File: src/rtl/mips_pkg.sv
// Shared encodings for the MIPS-style execute path: ALU modes, ALUOp classes, R-type funct codes.
package mips_pkg;

  typedef enum logic [3:0] {
    ALU_AND = 4'b0000,
    ALU_OR  = 4'b0001,
    ALU_ADD = 4'b0010,
    ALU_SUB = 4'b0110,
    ALU_MIN = 4'b0111,
    ALU_NOR = 4'b1100
  } alu_mode_e;

  typedef enum logic [1:0] {
    OP_ADD   = 2'b00,
    OP_SUB   = 2'b01,
    OP_RTYPE = 2'b10,
    OP_OR    = 2'b11
  } alu_op_e;

  localparam logic [5:0] FN_ADD = 6'b100000;
  localparam logic [5:0] FN_SUB = 6'b100010;
  localparam logic [5:0] FN_AND = 6'b100100;
  localparam logic [5:0] FN_OR  = 6'b100101;
  localparam logic [5:0] FN_NOR = 6'b100111;
  localparam logic [5:0] FN_SLT = 6'b101010;

endpackage

File: src/rtl/alu_ctrl_decode.sv
// Combinational ALUOp/funct to 4-bit ALU mode decoder; undecodable R-type funct falls back to ADD.
module alu_ctrl_decode
  import mips_pkg::*;
(
  input  logic [1:0] alu_op,
  input  logic [5:0] funct,
  output logic [3:0] mode,
  output logic       illegal
);

  always_comb begin
    mode    = ALU_ADD;
    illegal = 1'b0;
    case (alu_op_e'(alu_op))
      OP_ADD: mode = ALU_ADD;
      OP_SUB: mode = ALU_SUB;
      OP_OR:  mode = ALU_OR;
      OP_RTYPE: begin
        case (funct)
          FN_ADD:  mode = ALU_ADD;
          FN_SUB:  mode = ALU_SUB;
          FN_AND:  mode = ALU_AND;
          FN_OR:   mode = ALU_OR;
          FN_NOR:  mode = ALU_NOR;
          FN_SLT:  mode = ALU_MIN;
          default: begin
            mode    = ALU_ADD;
            illegal = 1'b1;
          end
        endcase
      end
      default: mode = ALU_ADD;
    endcase
  end

endmodule

File: src/rtl/id_ex_stage.sv
// ID/EX pipeline register: captures decoded instruction, decodes ALU mode, forwards
// EX/MEM and MEM/WB results onto operands, and bubbles on load-use hazards.
module id_ex_stage
  import mips_pkg::*;
#(
  parameter int unsigned XLEN    = 32,
  parameter int unsigned REGBITS = 5
) (
  input  logic               clk,
  input  logic               rst_n,
  input  logic               in_valid,
  output logic               in_ready,
  input  logic [XLEN-1:0]    in_rs_data,
  input  logic [XLEN-1:0]    in_rt_data,
  input  logic [XLEN-1:0]    in_imm,
  input  logic [REGBITS-1:0] in_rs,
  input  logic [REGBITS-1:0] in_rt,
  input  logic [REGBITS-1:0] in_rd,
  input  logic [1:0]         in_alu_op,
  input  logic [5:0]         in_funct,
  input  logic               in_alu_src,
  input  logic               in_uses_rt,
  input  logic               in_reg_write,
  input  logic               in_mem_read,
  input  logic               in_mem_write,
  input  logic               in_mem_to_reg,
  input  logic               in_reg_dst,
  input  logic               flush,
  input  logic               out_ready,
  output logic               out_valid,
  output logic [XLEN-1:0]    alu_a,
  output logic [XLEN-1:0]    alu_b,
  output logic [3:0]         alu_mode,
  output logic [REGBITS-1:0] out_dest,
  output logic [XLEN-1:0]    out_rt_data,
  output logic               out_reg_write,
  output logic               out_mem_read,
  output logic               out_mem_write,
  output logic               out_mem_to_reg,
  output logic               out_illegal,
  input  logic               exmem_reg_write,
  input  logic [REGBITS-1:0] exmem_rd,
  input  logic [XLEN-1:0]    exmem_result,
  input  logic               memwb_reg_write,
  input  logic [REGBITS-1:0] memwb_rd,
  input  logic [XLEN-1:0]    memwb_result
);

  logic               valid_q;
  logic [XLEN-1:0]    rs_data_q, rt_data_q, imm_q;
  logic [REGBITS-1:0] rs_q, rt_q, dest_q;
  logic [3:0]         mode_q;
  logic               illegal_q, alu_src_q;
  logic               reg_write_q, mem_read_q, mem_write_q, mem_to_reg_q;

  logic [3:0]         dec_mode;
  logic               dec_illegal;
  logic               hazard;
  logic               capture;
  logic [XLEN-1:0]    fwd_rs, fwd_rt;

  alu_ctrl_decode u_dec (
    .alu_op  (in_alu_op),
    .funct   (in_funct),
    .mode    (dec_mode),
    .illegal (dec_illegal)
  );

  // Load in stage whose result the offered instruction needs: hold decode one cycle.
  assign hazard = valid_q && mem_read_q && (dest_q != '0) &&
                  ((dest_q == in_rs) || (in_uses_rt && (dest_q == in_rt)));
  assign in_ready = flush || ((!valid_q || out_ready) && !hazard);
  assign capture  = in_valid && in_ready && !flush;

  always_ff @(posedge clk or negedge rst_n) begin
    if (!rst_n) begin
      valid_q      <= 1'b0;
      rs_data_q    <= '0;
      rt_data_q    <= '0;
      imm_q        <= '0;
      rs_q         <= '0;
      rt_q         <= '0;
      dest_q       <= '0;
      mode_q       <= ALU_AND;
      illegal_q    <= 1'b0;
      alu_src_q    <= 1'b0;
      reg_write_q  <= 1'b0;
      mem_read_q   <= 1'b0;
      mem_write_q  <= 1'b0;
      mem_to_reg_q <= 1'b0;
    end else if (flush) begin
      valid_q <= 1'b0;
    end else if (capture) begin
      valid_q      <= 1'b1;
      rs_data_q    <= in_rs_data;
      rt_data_q    <= in_rt_data;
      imm_q        <= in_imm;
      rs_q         <= in_rs;
      rt_q         <= in_rt;
      dest_q       <= in_reg_dst ? in_rd : in_rt;
      mode_q       <= dec_mode;
      illegal_q    <= dec_illegal;
      alu_src_q    <= in_alu_src;
      reg_write_q  <= in_reg_write;
      mem_read_q   <= in_mem_read;
      mem_write_q  <= in_mem_write;
      mem_to_reg_q <= in_mem_to_reg;
    end else if (out_ready) begin
      // Covers both the load-use bubble and a plain drain with nothing offered.
      valid_q <= 1'b0;
    end
  end

  always_comb begin
    fwd_rs = rs_data_q;
    if ((rs_q != '0) && exmem_reg_write && (exmem_rd == rs_q))
      fwd_rs = exmem_result;
    else if ((rs_q != '0) && memwb_reg_write && (memwb_rd == rs_q))
      fwd_rs = memwb_result;

    fwd_rt = rt_data_q;
    if ((rt_q != '0) && exmem_reg_write && (exmem_rd == rt_q))
      fwd_rt = exmem_result;
    else if ((rt_q != '0) && memwb_reg_write && (memwb_rd == rt_q))
      fwd_rt = memwb_result;
  end

  assign out_valid      = valid_q;
  assign alu_a          = fwd_rs;
  assign alu_b          = alu_src_q ? imm_q : fwd_rt;
  assign alu_mode       = mode_q;
  assign out_dest       = dest_q;
  assign out_rt_data    = fwd_rt;
  assign out_reg_write  = reg_write_q;
  assign out_mem_read   = mem_read_q;
  assign out_mem_write  = mem_write_q;
  assign out_mem_to_reg = mem_to_reg_q;
  assign out_illegal    = illegal_q;

endmodule

File: config.mk
export PLATFORM = sky130hd
export DESIGN_NAME = id_ex_stage
export DESIGN_NICKNAME = d
export VERILOG_FILES = /design/src/rtl/mips_pkg.sv /design/src/rtl/alu_ctrl_decode.sv /design/src/rtl/id_ex_stage.sv
export SDC_FILE = /design/constraint.sdc
export NUM_CORES = 1
export LEC_CHECK = 0
export ABC_AREA = 1
export ABC_CLOCK_PERIOD_IN_PS = 2800
export CORE_AREA = 3 3 154 126
export DETAILED_ROUTE_END_ITERATION = 8
export DIE_AREA = 0 0 157 129
export GPL_TIMING_DRIVEN = 0
export MAX_ROUTING_LAYER = met4
export PLACE_DENSITY_LB_ADDON = 0.08
export SYNTH_ARGS = -nofsm -noshare
export SYNTH_HDL_FRONTEND = slang
export SYNTH_SLANG_ARGS = --single-unit
File: constraint.sdc
create_clock -name clk -period 2.8 [get_ports clk]
set_input_delay 0.84 -clock clk [delete_from_list [all_inputs] [get_ports clk]]
set_output_delay 0.84 -clock clk [all_outputs]
set_load 0.005 [all_outputs]
==> results.toml, run 1 <==
[synthesis]
synth-seq-area-share_pct = 37.8
yosysTopAreaCellShare_pct = 37.8
synth_area_leaders = "dfrtp_1, nand2_1, nand4_1, nand3_1, inv_1"
synth_area_leader_cell = "dfrtp_1"
postSynthAreaPerCell_sq_um = 6.68
yosys.cell_types.count = 27
synth.most_common_cell = "nand2_1"
netlist_top_cells_count = "nand2_1, nand3_1, nand4_1, dfrtp_1, inv_1"
yosysWarnings = 0
synth_seq_cells = 122
synth-edff-count = 0
synth_flop_cell = "dfrtp_1"
ys_async_sr_fraction_pct = 100
synth_cells = 1211
syn-cell-area_sq_mm = 0.00809
synth_nets = 1418

[die]
fp-row-count = 44
dieWidth_um = 157
die_area_sq_mm = 0.0203
ios = 319
core_area_sq_mm = 0.0180
die-height_um = 129
start_util_pct = 44.9

[global_route]
top_usage_layer = "met2"
grt_overflow = 0
grt_pass1_wl_mm = 58.4
grt_max_degree = 64
antenna_found_initial = 5
use_met3_pct = 8.54
grt_pass1_vias = 10700
grt_use_met1_pct = 47.5
met2_usage_pct = 60.1
grtUsageTotal_pct = 38.8

[timing]
whs_ps = 388
slew_viol_final = 0
min_period_ps = 3160
fmax_mhz = 316
hold_viol = 0
rsz0062_at_grt = "yes"
fin_setup_tns_ps = -23560
skew_ps = 8.57
report.final.setup_viol = 99
fin_crit_sh_pct = 113
worst_slack_ps = -364
worst_pin_slew_ps = 711
relSlewSlack_pct = 52.6

[run]
maxCapViolations = 0

[drt]
drtIter0Drc = 1265
ant_nets = 0
routed_wl_mm = 42.3
first_pass_iters = 6
vias = 11300
viasPerCell = 6.04
drc = 0
wl_per_cell_um = 22.7

[pwr]
power_frac_comb_pct = 39.2
p_sw_share_pct = 33.7
seqPwrFrac_pct = 29.2
clkPwrFrac_pct = 31.6
peakVddDrop_mv = 0.545
switchingPower_mw = 2.59
internal_power_mw = 5.08
power_density_mw_per_mm2 = 517
finalPower_mw = 7.67
p_leak_nw = 7.40

[placed_design]
dp_hpwl_mm = 24.6
gp_congestion = 0.940
dpl_worst_slack_ps = -1390
port_buffers = 317
dp.cells = 1759

[clocking]
cts_num_sinks = 122
clock_latency_ps = 440
numCtsBuffers = 17
htree_num_levels = 4
clk_path_buf_depth = 2
clk_pin_slew_ps = 60
cts_tree = "done"
clockRootBuffer = "clkbuf_16"

[setup_path]
start_kind = "flip-flop"
endpoint_kind = "output port"
arrival_ps = 2320
critPathRequiredTime_ps = 1960
path_max_fanout = 7
path_class = "reg2out"

[cells_and_area]
final_nets = 1826
syn_to_final_growth_pct = 83.5
drive_gt1_share_pct = 33.8
instances_no_fill = 1867
reg_top3 = "imm_q: 32 flops, rs_data_q: 32 flops, rt_data_q: 32 flops"
fillers = 1070

[worst_hold_path]
hold_class = "in2async"

[status]
outcome = "finished with violations"
violations = "setup timing"
final timing paths:
check                                    from              end  slack [ps]  depth (start not counted)
worst max-delay path                  rt_q[3]  out_rt_data[26]        -360                         13
worst min-delay path                    rst_n        imm_q[13]         390                          1
worst max register to register    out_dest[3]    rt_data_q[26]         660                         10
worst min register to register  rs_data_q[29]    rs_data_q[29]         470                          2
max in group asynchronous               rst_n          rs_q[4]        1640                          2
min in group clk                rs_data_q[29]    rs_data_q[29]         470                          2
layout make-up:
class	count	area (sq um)	area share, %
well taps	230	288	1.94
multi-input cells	889	5770	38.9
flip-flops and latches	122	3060	20.6
repair buffers	392	3930	26.5
clock inverters	9	170	1.15
plain buffers	86	738	4.98
diodes	6	15.0	0.101
inverters	111	424	2.86
clock buffers	22	454	3.06
critical path, cell delays in order (launching register included):
cell and delay [ps]:
dfrtp_1 430, buf_6 130, inv_4 40, a21oi_2 140, nand2_2 70, nor2_4 130
buf_12 150, nand2_8 110, buf_8 170, buf_6 120, nand2_4 60, nand3_4 80
and2_4 150, buf_6 110
metrics by stage:
step,cell area [sq um],util [%]
floorplan,8090,-
global placement,11500,64.1
detailed placement,11600,64.3
CTS,14100,78.6
global route,14800,82.4
finish,14800,82.4
routing by layer:
layer	part of all wire (%)	vias up
li1	-	4811
met1	37	5317
met2	46	923
met3	11	235
met4	6.4	0
met5	0	-
cells in the final DEF, fill, tap and decap left out, drive strengths merged:
master | netlist | routed
nand2 | 479 | 480
buf | 61 | 232
clkdlybuf4s50 | 0 | 195
nand3 | 141 | 141
nand4 | 128 | 128
dfrtp | 122 | 122
inv | 111 | 111
clkbuf | 29 | 59
o21ai | 38 | 38
nand3b | 33 | 33
and2 | 32 | 32
nor2 | 22 | 22
dlygate4sd2 | 0 | 11
diode | 0 | 6
bufinv | 0 | 5
clkinv | 0 | 4
xnor2 | 4 | 4
o211ai | 3 | 3
a21oi | 3 | 3
o22ai | 2 | 2
nor3 | 2 | 2
clkdlybuf4s15 | 0 | 2
a21boi | 1 | 1
dlymetal6s2s | 0 | 1
timing repair:
| item | 4_1_cts | 5_1_grt |
|---|---|---|
| setup endpoints to repair | 97 | 98 |
| hold buffers | 0 | 0 |
| pin swaps | 90 | 84 |
| cloned | 21 | 3 |
| buffers inserted | 48 | 7 |
| resized for setup | 852 | 169 |
cell families (layout without fill, tap and decap cells):
family                    after synthesis  after routing  synth area share [%]
xor gates and xnor gates                4              4                 0.433
buffers and inverters                 201            620                  10.8
other                                   0              6                     0
AOI/OAI and AO/OA                      47             47                  3.06
and+or+nand+nor                       837            838                  47.9
DFF                                   122            122                  37.8
power by group through the flow:
stage	Clock (mW)	Sequential, mW	Combinational [mW]
detailed placement	0	2.20	2.21
finish	2.43	2.24	3.01
CTS	2.39	2.20	2.57
global placement	0	2.20	2.19
floorplan	0	2.16	0.964
global route	2.50	2.26	3.18
Note: power is estimated with default switching activity, not from simulation.
==> inputs of run 2 (changes only) <==
--- a/config.mk
+++ b/config.mk
@@ -7,12 +7,13 @@
 export LEC_CHECK = 0
 export ABC_AREA = 1
 export ABC_CLOCK_PERIOD_IN_PS = 2800
+export CAP_MARGIN = 20
 export CORE_AREA = 3 3 154 126
 export DETAILED_ROUTE_END_ITERATION = 8
 export DIE_AREA = 0 0 157 129
 export GPL_TIMING_DRIVEN = 0
 export MAX_ROUTING_LAYER = met4
-export PLACE_DENSITY_LB_ADDON = 0.08
+export PLACE_DENSITY = 0.9
 export SYNTH_ARGS = -nofsm -noshare
 export SYNTH_HDL_FRONTEND = slang
 export SYNTH_SLANG_ARGS = --single-unit
==> run 2 against run 1 <==
  * The flow finishes with violations (DRC, setup timing)
  * Clock skew rose by 3.6 ps
  * Utilization increased by 2.7 points
  * Routed wire length rose by 12%
  * Sequential share of layout area shrank 0.63 points
  * Sequential power about the same
  * Die area stayed put
  * Total power fell by 2.1%
  * Final area grew 3.2%
  * Highest routed layer unchanged
  * Critical path depth shrank 2
  * Worst hold slack got worse by 20 ps
  * Clock power fell by 13%
==> results.toml, run 2 (synthesis results as in run 1) <==
[setup_path]
start_kind = "flip-flop"
rrSetupSlack_ps = 580
endpoint_kind = "output port"
reg2reg_to = "imm_q[31]"
regToRegStartpoint = "out_dest[3]"
critPathRequiredTime_ps = 1960
arrival_ps = 2520
reg2reg_depth = 12
path_class = "reg2out"
path_max_fanout = 5

[pwr]
peakVddDrop_mv = 0.528
finalPower_mw = 7.51
power_density_mw_per_mm2 = 490
p_leak_nw = 7.69

[timing]
worst_slack_ps = -558
skew_ps = 12.1
fin_crit_sh_pct = 120
worst_pin_slew_ps = 695
slew_viol_final = 0
fmax_mhz = 298
hold_viol = 0
rsz0062_at_grt = "yes"
relSlewSlack_pct = 53.7
report.final.setup_viol = 96
min_period_ps = 3360

[drt]
drc = 13
dr_wl_met2_mm = 21.2
first_pass_iters = 9
highest_layer = "met4"
wl_met3_mm = 5.98
routed_wl_mm = 47.4
viasPerCell = 6.33
wl_met1_mm = 16.5
vias = 12000
wl_per_cell_um = 25.0
drtIter0Drc = 1802
ant_nets = 0

[placed_design]
port_buffers = 317
dp_hpwl_mm = 26.8
gp_congestion = 0.965
place_area_sq_mm = 0.0116

[die]
start_util_pct = 44.9
fp-row-count = 44
dieWidth_um = 157
core_area_sq_mm = 0.0180
die-height_um = 129
die_area_sq_mm = 0.0203
ios = 319

[cells_and_area]
final_nets = 1856
reg_top3 = "imm_q: 32 flops, rs_data_q: 32 flops, rt_data_q: 32 flops"
utilization_pct = 85.1
drive_gt1_share_pct = 36.7
syn_to_final_growth_pct = 89.4
final_cell_mix = "nand2_1, clkdlybuf4s50_1, nand4_1"
design_area_sq_mm = 0.0153
final_common_cell = "nand2_1"

[clocking]
clock_latency_ps = 450
clk_path_buf_depth = 2
cts_num_sinks = 122
clk_pin_slew_ps = 60
numCtsBuffers = 17
htree_num_levels = 4
clockRootBuffer = "clkbuf_16"
cts_tree = "done"

[global_route]
grt_max_degree = 65
grt_overflow = 0
grt_pass1_vias = 11400
grt_pass1_wl_mm = 63.3
antenna_found_initial = 2
grtUsageTotal_pct = 42.0

[status]
violations = "DRC, setup timing"
outcome = "finished with violations"

[worst_hold_path]
hold_class = "in2async"

[run]
maxCapViolations = 0
[run 2: cell count changes in the layout (fill, tap and decap cells not counted), moves of 5 or more]
cell | previous run | this run
and2_1 | 12 | 3
buf_6 | 64 | 99
nand2_2 | 33 | 42
bufinv_16 | 5 | 0
nand3_4 | 31 | 50
buf_4 | 21 | 36
nand3_2 | 92 | 73
and2_4 | 20 | 29
nand2_1 | 402 | 391
buf_2 | 97 | 80
[run 2: cell type report]
type                    instances  area [sq um]
diodes                          2          5.00
plain buffers                  86           744
clock buffers                  25           505
clock inverters                 7          40.0
fillers                       933          2690
inverters                     111           427
multi-input cells             888          5950
flip-flops and latches        122          3060
well taps                     230           288
repair buffers                423          4290
[run 2: worst max-delay path, stage by stage, from the launching register on]
cell and delay [ps]:
dfrtp_2 470, buf_6 150, xnor2_4 150, nand2_2 90
nor2_4 190, buf_6 170, buf_6 140, buf_6 110
nand3b_1 260, nand3_2 170, o21ai_2 60, buf_2 130
[run 2: what timing repair did]
| item | in CTS | in global routing |
|---|---|---|
| resized for setup | 925 | 196 |
| pin swaps | 91 | 87 |
| setup endpoints to repair | 97 | 119 |
| gates cloned | 16 | 2 |
| buffers inserted | 72 | 28 |
| hold buffers | 0 | 0 |
[run 2: metal layers]
metal  up-vias  track usage, %
li1       4851               -
met2      1137            64.7
met4         0            24.0
met3       398            10.1
met1      5612            50.3
met5         -               -
[run 2: power by group]
part	leakage [nW]	switching [mW]	total, mW	internal, mW
Sequential	1.51	0.246	2.26	2.01
Combinational	5.91	1.63	3.14	1.51
Clock	0.269	0.873	2.11	1.24
[run 2: through the flow]
step	instances	TNS [ps]	hold slack, ps	worst slack [ps]
global placement	1758	-631660	453	-3970
floorplan	1211	0	442	217
finish	1894	-33530	368	-558
CTS	1878	-29700	408	-459
global route	1894	-39530	407	-619
detailed placement	1759	-153230	458	-1450
[run 2: worst max path at each step]
stage / from / to
final: rs_q[4] / alu_a[8]
after global routing: rs_q[4] / alu_a[8]
after CTS: exmem_rd[4] / alu_a[30]
after detailed placement: exmem_rd[4] / alu_a[31]
after global placement: rst_n / rs_data_q[9]
after floorplan: memwb_reg_write / out_rt_data[10]
